==> config.mk <==
export PLATFORM = sky130hd
export DESIGN_NAME = id_ex_operand_stage
export DESIGN_NICKNAME = d
export VERILOG_FILES = /design/src/rtl/id_ex_operand_stage.sv
export SDC_FILE = /design/constraint.sdc
export NUM_CORES = 1
export LEC_CHECK = 0
export CAP_MARGIN = 20
export CORE_AREA = 2 2 291 293
export CTS_CLUSTER_DIAMETER = 120
export DETAILED_ROUTE_END_ITERATION = 6
export DIE_AREA = 0 0 293 295
export GPL_ROUTABILITY_DRIVEN = 0
export PLACE_DENSITY = 0.37
export SYNTH_ARGS = -nofsm -noshare
export SYNTH_HDL_FRONTEND = slang
export SYNTH_SLANG_ARGS = --single-unit
==> constraint.sdc <==
create_clock -name clk -period 5.45 [get_ports clk]
set_input_delay 0.8175 -clock clk [delete_from_list [all_inputs] [get_ports clk]]
set_output_delay 0.8175 -clock clk [all_outputs]
set_load 0.05 [all_outputs]
==> src/rtl/id_ex_operand_stage.sv <==
// ID/EX pipeline register for the RV64 core: resolves source operands through
// EX/MEM and MEM/WB forwarding, inserts load-use bubbles, honours backpressure and flush.
module id_ex_operand_stage #(
   parameter int XLEN   = 64,
   parameter int CTRL_W = 16,
   parameter int CNT_W  = 32
) (
   input  logic              clk,
   input  logic              reset,
   input  logic              id_valid,
   output logic              id_ready,
   input  logic [4:0]        id_rs1,
   input  logic [4:0]        id_rs2,
   input  logic              id_use_rs1,
   input  logic              id_use_rs2,
   input  logic [4:0]        id_rd,
   input  logic              id_reg_write,
   input  logic              id_mem_read,
   input  logic [XLEN-1:0]   id_pc,
   input  logic [XLEN-1:0]   id_imm,
   input  logic [CTRL_W-1:0] id_ctrl,
   input  logic [XLEN-1:0]   rf_rdata1,
   input  logic [XLEN-1:0]   rf_rdata2,
   input  logic              exm_reg_write,
   input  logic [4:0]        exm_rd,
   input  logic [XLEN-1:0]   exm_result,
   input  logic              wb_reg_write,
   input  logic [4:0]        wb_rd,
   input  logic [XLEN-1:0]   wb_data,
   input  logic              flush,
   input  logic              ex_ready,
   output logic              ex_valid,
   output logic [XLEN-1:0]   ex_rs1_val,
   output logic [XLEN-1:0]   ex_rs2_val,
   output logic [4:0]        ex_rd,
   output logic              ex_reg_write,
   output logic              ex_mem_read,
   output logic [XLEN-1:0]   ex_pc,
   output logic [XLEN-1:0]   ex_imm,
   output logic [CTRL_W-1:0] ex_ctrl,
   output logic [CNT_W-1:0]  stall_cnt
);

   logic            adv;
   logic            load_use;
   logic            accept;
   logic [XLEN-1:0] rs1_val;
   logic [XLEN-1:0] rs2_val;

   // EX/MEM is the younger writer, so it wins over MEM/WB; the register file
   // does not bypass same-cycle writes, so MEM/WB forwarding is required.
   function automatic logic [XLEN-1:0] resolve(input logic [4:0]      src,
                                                input logic [XLEN-1:0] rf_val,
                                                input logic            e_we,
                                                input logic [4:0]      e_rd,
                                                input logic [XLEN-1:0] e_val,
                                                input logic            w_we,
                                                input logic [4:0]      w_rd,
                                                input logic [XLEN-1:0] w_val);
      logic [XLEN-1:0] r;
      if (src == 5'd0)                  r = '0;
      else if (e_we && (e_rd == src))   r = e_val;
      else if (w_we && (w_rd == src))   r = w_val;
      else                              r = rf_val;
      return r;
   endfunction

   // NOTE: every variable assigned in always_comb gets a default first so no latch is inferred.
   always_comb begin
      rs1_val  = '0;
      rs2_val  = '0;
      load_use = 1'b0;
      rs1_val  = resolve(id_rs1, rf_rdata1, exm_reg_write, exm_rd, exm_result,
                         wb_reg_write, wb_rd, wb_data);
      rs2_val  = resolve(id_rs2, rf_rdata2, exm_reg_write, exm_rd, exm_result,
                         wb_reg_write, wb_rd, wb_data);
      // Only registered ex_* state feeds the hazard check, keeping id_ready free of loops.
      load_use = ex_valid && ex_mem_read && (ex_rd != 5'd0) &&
                 ((id_use_rs1 && (id_rs1 == ex_rd)) || (id_use_rs2 && (id_rs2 == ex_rd)));
   end

   assign adv      = ex_ready || !ex_valid;
   assign id_ready = !reset && adv && !load_use && !flush;
   assign accept   = id_valid && id_ready;

   // NOTE: sequential state uses non-blocking assignments so every register samples pre-edge values.
   always_ff @(posedge clk) begin
      if (reset) begin
         ex_valid     <= 1'b0;
         ex_rs1_val   <= '0;
         ex_rs2_val   <= '0;
         ex_rd        <= '0;
         ex_reg_write <= 1'b0;
         ex_mem_read  <= 1'b0;
         ex_pc        <= '0;
         ex_imm       <= '0;
         ex_ctrl      <= '0;
         stall_cnt    <= '0;
      end else begin
         if (adv || flush) begin
            ex_valid <= accept;
            if (accept) begin
               ex_rs1_val   <= rs1_val;
               ex_rs2_val   <= rs2_val;
               ex_rd        <= id_rd;
               ex_reg_write <= id_reg_write;
               ex_mem_read  <= id_mem_read;
               ex_pc        <= id_pc;
               ex_imm       <= id_imm;
               ex_ctrl      <= id_ctrl;
            end
         end
         // A bubble is counted only when it actually enters; flush takes precedence.
         if (id_valid && load_use && adv && !flush && (stall_cnt != {CNT_W{1'b1}}))
            stall_cnt <= stall_cnt + 1'b1;
      end
   end

endmodule
Yosys cells after proc, flatten, opt, wreduce, memory -nomap -nowiden
Cells that the tools add are included.
{"block": "totals", "reg_bits": 312, "inputBits": 436, "out_inout_bits": 313, "wordCells": 52}
{"block": "classes", "addsub": 1, "n_eq_ne": 7, "n_mux": 6, "n_reduce_logical": 28}
{"op": "2-to-1 mux 64 bit", "n": 6}
{"op": "adder 32 x 1 -> 32 bit, second input constant", "n": 1}
{"op": "inequality test 32 bit, second input constant", "n": 1}
{"op": "equality test 5 bit", "n": 6}
{"op": "logical AND 1 bit", "n": 17}
{"op": "zero test 5 bit", "n": 2}
{"op": "nonzero test 5 bit", "n": 1}
{"op": "zero test 1 bit", "n": 4}
{"op": "logical OR 1 bit", "n": 3}
{"op": "AND reduction 2 bit", "n": 1}

Depth between registers and ports, before layout
Gate-level depths: netlist of the first run.
{"block": "logic_depth", "depth_word": 9, "ltp_mapped": 9, "mapped_depth_nobuf": 7}

Worst setup path after synthesis of the first run
OpenSTA, ideal clock, no wires.
{"block": "synth_timing", "path_type": "flip-flop to output port", "start": "register ex_rd[4]", "end": "output port id_ready", "arrival_ns": 3.914, "required_ns": 4.633, "setup_slack_ns": 0.719, "stages_incl_launch_ff": 5, "path_buffers": 1, "cell_sequence": "dfxtp_1 or3_1 o311a_1 buf_2 a2111oi_0"}
{"block": "synth_via", "elab_chain_len": 7, "word_cells_on_any_way": 11, "cone_classes": "eq/ne (2); reduce/logical (9)"}
{"element": "start: declaration", "line": "35", "source": "output logic [4:0] ex_rd,"}
{"element": "start signal: assignment", "line": "105", "source": "ex_rd <= id_rd;"}
{"element": "equality test 5 bit", "line": "79", "source": "((id_use_rs1 && (id_rs1 == ex_rd)) || (id_use_rs2 && (id_rs2 == ex_rd)));"}
{"element": "logical AND 1 bit", "line": "79"}
{"element": "logical OR 1 bit", "line": "79"}
{"element": "logical AND 1 bit (*)", "line": "78", "source": "load_use = ex_valid && ex_mem_read && (ex_rd != 5'd0) &&"}
{"element": "zero test 1 bit (*)", "line": "83", "source": "assign id_ready = !reset && adv && !load_use && !flush;"}
{"element": "logical AND 1 bit (*) (2 in series)", "line": "83"}
{"element": "end: declaration", "line": "11", "source": "output logic id_ready,"}
Every way passes the cells marked *; elsewhere a longest branch is shown, timed or not.

Final worst setup path of the first run
{"block": "layout_timing", "start": "input port id_rs1[0]", "end": "output port id_ready"}
{"block": "layout_via", "elab_chain_len": 7}
{"element": "start: declaration", "line": "12", "source": "input logic [4:0] id_rs1,"}
{"element": "equality test 5 bit", "line": "79"}
{"element": "logical AND 1 bit", "line": "79"}
{"element": "logical OR 1 bit", "line": "79"}
{"element": "logical AND 1 bit", "line": "78"}
{"element": "zero test 1 bit", "line": "83"}
{"element": "logical AND 1 bit (2 in series)", "line": "83"}
No other way between the ends.

==> results.cfg, run 1 <==
[synth]
synth_nets = 2215
synth_compound_area_share_pct = 21.05
synth-seq-area-share_pct = 45.26
synthMuxAreaShare_pct = 0.7978
post_synth_num_cell_types = 50
synthSimpleGateAreaFrac_pct = 25.49
synth-xor-area-share_pct = 2.602
syn_avg_cell_area_um2 = 7.762
ys_ff_latch = 312
syn_inst = 1778
synth_top_family_by_area = simple AND/OR/NAND/NOR gates
syn-cell-area_um2 = 13800
synthAdderAreaFrac_pct = 0.09066
yosys_warnings = 0

[drt]
m1WireLength_um = 31680
met2_length_um = 37140
ant_nets = 0
wl_met3_um = 7811
drc_errors = 0
viasPerCell = 4.363
wire_per_inst_um = 21.97
vias = 15580
dr.max_layer_used = met5
firstDrtPassIters = 5
drt-total-wl_um = 78470
drt-initial-drc-count = 863

[floorplanning]
initial_utilization_pct = 16.60
rows = 106
io_pins = 749
core_um2 = 83160
fp.dieH_um = 295
die_w_um = 293
dieArea_um2 = 86440

[setup_path]
crit_buf_inv = 3
cp-end-kind = output pin
crit_type = in -> out
reg2reg_from = ex_rd[3]
crit_chain = clkdlybuf4s50_1, xnor2_1, nand4_1, o22ai_1, buf_4, a2111oi_0, clkdlybuf4s50_1
reg2reg_slack_ns = 2.42
r2r_cells = 7
start_kind = input port
cp.required_ns = 4.63
slowest_delay_ns = 0.88
cp.arrival_ns = 3.37
cp.depth = 7
cp_max_fo = 5
critPathSlowestCell = clkdlybuf4s50_1
crit_start = id_rs1[0]
worstSetupEndpoint = id_ready
worstReg2RegEnd = ex_pc[12]
cpMostUsedCell = clkdlybuf4s50_1
cp_top_family = buffers and inverters

[layout]
final_cell_mix = 747 x clkdlybuf4s50_1, 505 x nand2_1, 312 x dfxtp_1
utilization_pct = 28.63
area.growth.synth_to_final_pct = 72.52
layout-drive-gt1-share_pct = 4.823
final_nets = 2891
final_common_cell = clkdlybuf4s50_1

[clock_tree]
post_cts_buffers = 0
cts_made_buffers = 45
cts_tree = done
htree_levels = 2
clock-root-buffer = clkbuf_16
clock_sinks = 312
clockBufferDepth = 3
cts_resized = 0
hold_buffers = 0
clk_latency_ns = 0.57
path_clk_slew_ns = 0.05

[sta]
fmax_ghz = 0.2388
setup_viol = 0
worst_slew_pin_slew_ns = 1.085
fin_worst_skew_ns = 0.01948
slew_violations = 0
rsz0062_at_grt = no
hold_viol_final = 0
max-slew-margin-rel_pct = 27.68
period_minus_slack_ns = 4.188
fin_crit_sh_pct = 76.85
tns_ns = 0

[global_route]
grt.overflow.total = 0
grt_pass1_wl_um = 111700
grt_max_degree = 152
antenna_found_initial = 17
grt_pass1_vias = 15790
grtUsageTotal_pct = 17.32

[place]
dp_hpwl_um = 57150
io_buffers = 748

[power]
p_per_area_nw_per_um2 = 275.7
vdd_ir_drop_max_mv = 0.1760
p_leak_nw = 8.366

[job]
max-cap-violations = 0

[min_path]
hold_class = reg -> reg

[status]
status = completed
==> cell families (layout without fill, tap and decap cells) <==
family / after synthesis / in the layout
and+or+nand+nor: 826 / 826
AOI/OAI and AO/OA: 438 / 438
DFF: 312 / 312
buffers and inverters: 150 / 860
xor gates and xnor gates: 41 / 41
muxes: 10 / 10
adders and majority gates: 1 / 1
other: 0 / 3
==> synth_stat cells, drive strengths merged <==
| master | count | share of area (%) |
|---|---|---|
| nand3 | 18 | 0.65 |
| o22ai | 3 | 0.14 |
| mux2 | 8 | 0.65 |
| nand4b | 1 | 0.063 |
| nor4 | 12 | 0.59 |
| a22o | 64 | 4.1 |
| nand2b | 4 | 0.18 |
| and2 | 1 | 0.045 |
| a31oi | 64 | 2.9 |
| o22a | 1 | 0.063 |
| clkbuf | 94 | 2.6 |
| nand2 | 505 | 14 |
| xor2 | 16 | 1.0 |
| or3 | 7 | 0.32 |
| or2 | 1 | 0.045 |
| nand4 | 17 | 0.82 |
| dfxtp | 312 | 45 |
| and3 | 5 | 0.23 |
| xnor2 | 25 | 1.6 |
| a31o | 2 | 0.13 |
| nor3 | 6 | 0.30 |
| a21boi | 1 | 0.14 |
| o311a | 1 | 0.073 |
| and4 | 3 | 0.19 |
| o21ai | 8 | 0.34 |
| a211oi | 64 | 3.5 |
| ha | 1 | 0.091 |
| a2111oi | 1 | 0.063 |
| nor2 | 164 | 4.5 |
| a221o | 1 | 0.073 |
| nor3b | 1 | 0.091 |
| inv | 10 | 0.27 |
| buf | 46 | 1.9 |
| o31ai | 65 | 3.5 |
| or4 | 6 | 0.35 |
| a41o | 1 | 0.073 |
| mux2i | 2 | 0.15 |
| nor2b | 75 | 3.4 |
| a311oi | 1 | 0.063 |
| a21oi | 161 | 5.9 |
==> worst min path at each step <==
stage                   startpoint  slack (ns)        endpoint  cells after the start
floorplan              ex_ctrl[15]        0.67     ex_ctrl[15]                      2
global placement    ex_rs1_val[27]        0.44  ex_rs1_val[27]                      2
detailed placement  ex_rs1_val[63]        0.44  ex_rs1_val[63]                      2
CTS                 ex_rs1_val[63]        0.45  ex_rs1_val[63]                      2
global route            ex_ctrl[8]        0.47      ex_ctrl[8]                      2
finish              ex_rs1_val[63]        0.45  ex_rs1_val[63]                      2
==> stage by stage <==
step | hold slack, ns | cells | cell area, um^2 | worst slack (ns) | total power (W)
after floorplan | 0.6714 | 1778 | 13800 | 0.7190 | 0.003043
after global placement | 0.4367 | 3487 | 22340 | 1.233 | 0.003700
after detailed placement | 0.4381 | 3487 | 22340 | 1.224 | 0.003702
after CTS | 0.4505 | 3568 | 23800 | 1.195 | 0.006712
after global routing | 0.4711 | 3569 | 23800 | 1.040 | 0.006855
final | 0.4494 | 3571 | 23810 | 1.262 | 0.006565
==> layer usage <==
metal	up-vias	GRT usage (%)
met5	-	0
met4	14	4.165
met3	106	6.946
met2	586	29.42
met1	7407	20.31
li1	7467	-
==> registers in the layout (all words and copies together) (netlist names) <==
signal	count
stall_cnt	32
ex_rs1_val	64
ex_mem_read	1
ex_reg_write	1
ex_imm	64
ex_rs2_val	64
ex_valid	1
ex_pc	64
ex_rd	5
ex_ctrl	16
==> cell type report <==
type | instances | area [um^2]
diodes | 3 | 7.507
clock buffers | 71 | 1374
clock inverters | 10 | 87.58
fillers | 8960 | 59350
inverters | 10 | 37.54
multi-input cells | 1316 | 6972
flip-flops and latches | 312 | 6246
well taps | 1080 | 1351
repair buffers | 769 | 7734
==> worst min-delay path: cells and delay by family (launching register included) <==
kind	cells	cell delay, ns
flip-flops	1	0.32
AND/OR/NAND/NOR	1	0.05
AO/OA/AOI/OAI	1	0.05
==> report_power, final <==
part	total, W	leakage [nW]	internal, W	switching, W
Sequential	0.00242	2.54	0.00237	0.0000513
Combinational	0.00122	5.11	0.000541	0.000682
Clock	0.00292	0.718	0.00177	0.00115
Total	0.00656	8.37	0.00468	0.00188
Power figures use the tool's default switching activity.
==> run 2: changes to the inputs <==
Settings changed: PLACE_DENSITY 0.37 to 0.38.
Clock period 5.45 ns to 3.4 ns, I/O delays scaled along.
==> run 2 against run 1 <==
Net effect:
- sequential share of layout area is 0.42 points lower
- non-clock buffer count is 44 higher
- cell count is 1.3% higher
- largest cell class unchanged
- worst hold slack worse by 0.14 ns
- global-route usage is 0.092 points higher
- critical endpoint unchanged
- critical path depth is 3 lower
==> results.cfg, run 2 (same netlist as run 1, synthesis figures left out) <==
[power]
vdd_ir_drop_max_mv = 0.2971
p_per_area_nw_per_um2 = 425.7
p_leak_nw = 8.574

[sta]
period_minus_slack_ns = 3.019
worst_slew_pin_slew_ns = 0.9233
rsz0062_at_grt = no
fin_worst_skew_ns = 0.01557
fin_crit_sh_pct = 88.80
slew_violations = 0
hold_viol_final = 0
max-slew-margin-rel_pct = 38.45
tns_ns = 0
setup_viol = 0
fmax_ghz = 0.3312

[setup_path]
crit_type = reg -> out
worstSetupEndpoint = id_ready
start_kind = flip-flop
crit_start = ex_rd[4]
reg2reg_slack_ns = 0.74
cp.arrival_ns = 2.51
reg2reg_from = ex_rd[4]
r2r_cells = 7
cp-end-kind = output pin
cp_max_fo = 7
worstReg2RegEnd = ex_pc[35]
cp.required_ns = 2.89

[clock_tree]
cts_resized = 0
clock_sinks = 312
post_cts_buffers = 0
clockBufferDepth = 3
clock-root-buffer = clkbuf_16
path_clk_slew_ns = 0.06
htree_levels = 2
cts_tree = done
cts_made_buffers = 43
hold_buffers = 0
clk_latency_ns = 0.56

[drt]
drc_errors = 0
drt-initial-drc-count = 711
viasPerCell = 4.363
wire_per_inst_um = 21.74
met2_length_um = 37390
drt-total-wl_um = 78600
dr.max_layer_used = met5
ant_nets = 0
m1WireLength_um = 31220
vias = 15780
firstDrtPassIters = 7
wl_met3_um = 7886

[floorplanning]
fp.dieH_um = 295
rows = 106
initial_utilization_pct = 16.60
core_um2 = 83160
io_pins = 749
dieArea_um2 = 86440
die_w_um = 293

[global_route]
grt_pass1_vias = 16130
grt.overflow.total = 0
antenna_found_initial = 30
grtUsageTotal_pct = 17.41
grt_pass1_wl_um = 112300
grt_max_degree = 164

[place]
place_area_um2 = 22830
dp_hpwl_um = 60090
io_buffers = 748
dpl.cell_count = 3531

[layout]
final_nets = 2933
area.growth.synth_to_final_pct = 75.34
final_common_cell = clkdlybuf4s50_1
final_cells = 3616
design_area_um2 = 24200
fillers = 8919
layout-drive-gt1-share_pct = 6.292
final_cell_mix = 746 x clkdlybuf4s50_1, 505 x nand2_1, 312 x dfxtp_1

[min_path]
hold_class = in -> reg

[job]
max-cap-violations = 0

[status]
status = completed
==> run 2: layer usage <==
metal / vias to the layer above / track usage [%]
li1: 7559 / -
met3: 125 / 7.540
met4: 28 / 4.866
met5: - / 0
met2: 629 / 29.88
met1: 7434 / 19.58
==> run 2: critical path, cell delays in order (launching register included) <==
cell and delay [ns]:
dfxtp_1 0.43, or3_1 0.41, o311a_1 0.45, a2111oi_2 0.40, buf_4 0.26
==> run 2: layout make-up <==
type                       count  area (um^2)  share of cell area (%)
antenna                        9        22.52                 0.09307
clock buffer                  68         1290                   5.331
clock inverter                 8        53.80                  0.2223
inverter                      10        37.54                  0.1551
multi-input combinational   1316         6985                   28.87
sequential                   312         6246                   25.81
tap                         1080         1351                   5.584
timing repair buffer         813         8212                   33.93
==> run 2: how the worst min path moves through the flow <==
stage                   startpoint              to  cells past startpoint
global route                 reset    stall_cnt[0]                      2
finish                       reset   stall_cnt[20]                      2
global placement    ex_rs1_val[51]  ex_rs1_val[51]                      2
CTS                          reset   stall_cnt[20]                      2
floorplan              id_ctrl[15]     ex_ctrl[15]                      2
detailed placement  ex_rs1_val[52]  ex_rs1_val[52]                      2
==> run 2: stage by stage <==
stage / hold WS (ns) / setup WS, ns / total power [W] / utilization [%]
global route: 0.3054 / 0.2796 / 0.01076 / 29.09
floorplan: 0.6460 / 0.3261 / 0.004879 / -
detailed placement: 0.4403 / 0.3093 / 0.005972 / 27.46
finish: 0.3055 / 0.3807 / 0.01030 / 29.10
global placement: 0.4339 / 0.3229 / 0.005970 / 27.46
CTS: 0.2660 / 0.3224 / 0.01050 / 29.07
==> run 2: power by group <==
part | internal, W | total (W) | switching (W)
Clock | 0.00259 | 0.00442 | 0.00183
Sequential | 0.00380 | 0.00389 | 0.0000858
Combinational | 0.000902 | 0.00199 | 0.00109
Total | 0.00729 | 0.0103 | 0.00301
==> run 3: changes to the inputs <==
Settings changed: CORE_AREA 2 2 291 293 to 2 2 293 295, DIE_AREA 0 0 293 295 to 0 0 295 297, PLACE_DENSITY 0.38 to 0.36, TNS_END_PERCENT from default to 1.
Clock period 3.4 ns to 3.3 ns, I/O delays scaled along.
==> run 3 against run 2 <==
Net effect:
- sequential share of layout area decreased by 0.22 points
- cell count grew 1.8%
- clock skew is 0.017 ns higher
- register-to-register slack got worse by 0.21 ns
- clock power increased by 12%
- critical path type unchanged
- via count is essentially flat
- sequential power increased by 3%
- largest cell class unchanged
- cell area grew 0.86%
==> results.cfg, run 3 (same netlist as run 1, synthesis figures left out) <==
[status]
status = completed

[min_path]
worstHoldStart = reset
hold_class = in -> reg
hold-path-endpoint = stall_cnt[18]
holdPathStages = 2

[setup_path]
r2r_cells = 8
cp-end-kind = output pin
worstReg2RegEnd = ex_pc[10]
cp_max_fo = 11
cp.required_ns = 2.80
reg2reg_slack_ns = 0.53
reg2reg_from = ex_rd[0]
crit_type = reg -> out
cp.arrival_ns = 2.65
start_kind = flip-flop

[floorplanning]
core_um2 = 84480
rows = 107
initial_utilization_pct = 16.34
die_w_um = 295
dieArea_um2 = 87620
io_pins = 749
fp.dieH_um = 297

[drt]
drc_errors = 0
vias = 15770
viasPerCell = 4.282
drt-total-wl_um = 79520
ant_nets = 0
firstDrtPassIters = 4
drt-initial-drc-count = 734
wire_per_inst_um = 21.60

[power]
p_per_area_nw_per_um2 = 450.8
vdd_ir_drop_max_mv = 0.3057
p_total_w = 0.01100
p_leak_nw = 8.644

[job]
max-cap-violations = 0

[layout]
final_common_cell = clkdlybuf4s50_1
area.growth.synth_to_final_pct = 76.85
multiInputGateArea_um2 = 6978
regArea_um2 = 6247
final_nets = 2932
layout-drive-gt1-share_pct = 6.648
utilization_pct = 28.89
final_cell_mix = 746 x clkdlybuf4s50_1, 505 x nand2_1, 311 x dfxtp_1
fillers = 9052

[sta]
tns_ns = 0
rsz0062_at_grt = no
worst_slew_pin_slew_ns = 1.036
fin_worst_skew_ns = 0.03284
period_minus_slack_ns = 3.146
setup_viol = 0
max-slew-margin-rel_pct = 30.95
fmax_ghz = 0.3178
fin_crit_sh_pct = 95.34
slew_violations = 0
hold_viol_final = 0

[clock_tree]
hold_buffers = 0
clock_sinks = 312
cts_resized = 0
htree_levels = 2
clockBufferDepth = 3
cts_made_buffers = 45
clock-root-buffer = clkbuf_16
clk_latency_ns = 0.59
post_cts_buffers = 0
path_clk_slew_ns = 0.06
cts_tree = done

[global_route]
grt_max_degree = 174
grtUsageTotal_pct = 17.39
grt_pass1_wl_um = 113400
antenna_found_initial = 24
grt_pass1_vias = 16240
grt.overflow.total = 0

[place]
io_buffers = 748
dp_hpwl_um = 59230
==> run 3: layer usage <==
metal  GRT usage, %  part of all wire (%)  vias to the layer above
met5              0                  0.13                        -
met4          4.665                   2.1                       18
met3          6.844                   9.7                      102
met2          29.66                    47                      587
met1          20.06                    41                     7502
li1               -                     -                     7559
==> run 3: worst max-delay path: stages (launching register included) <==
cell and delay [ns]:
dfxtp_1 0.45, or3_1 0.40, o311a_1 0.36, buf_4 0.22
a2111oi_2 0.36, buf_4 0.26
==> run 3: metrics by stage <==
step	instance area [um^2]	setup WS, ns	cells	hold slack [ns]
finish	24410	0.1536	3682	0.2208
global route	24400	0.02905	3678	0.2050
CTS	24380	0.07596	3671	0.1744
detailed placement	22880	0.1092	3592	0.4398
global placement	22880	0.1229	3592	0.4337
floorplan	13810	0.2411	1778	0.6310
==> run 3: worst max path at each step <==
stage	slack, ns	depth (start not counted)	startpoint	to
after floorplan	0.24	4	ex_rd[4]	id_ready
after global placement	0.12	10	id_rs1[4]	ex_rs1_val[43]
after detailed placement	0.11	10	id_rs1[4]	ex_rs1_val[43]
after CTS	0.08	5	ex_rd[4]	id_ready
after global routing	0.03	5	ex_rd[0]	id_ready
final	0.15	5	ex_rd[0]	id_ready
==> run 3: power by group <==
part,switching [W],internal (W)
registers,0.0000881,0.00392
clock network,0.00198,0.00295
logic,0.00114,0.000931
==> run 3: final cells by class <==
cell class	count	area share, %
clock inverters	14	0.5485
repair buffers	810	33.55
well taps	1144	5.865
diodes	11	0.1128
flip-flops and latches	312	25.60
inverters	10	0.1538
clock buffers	65	5.583
multi-input cells	1316	28.59
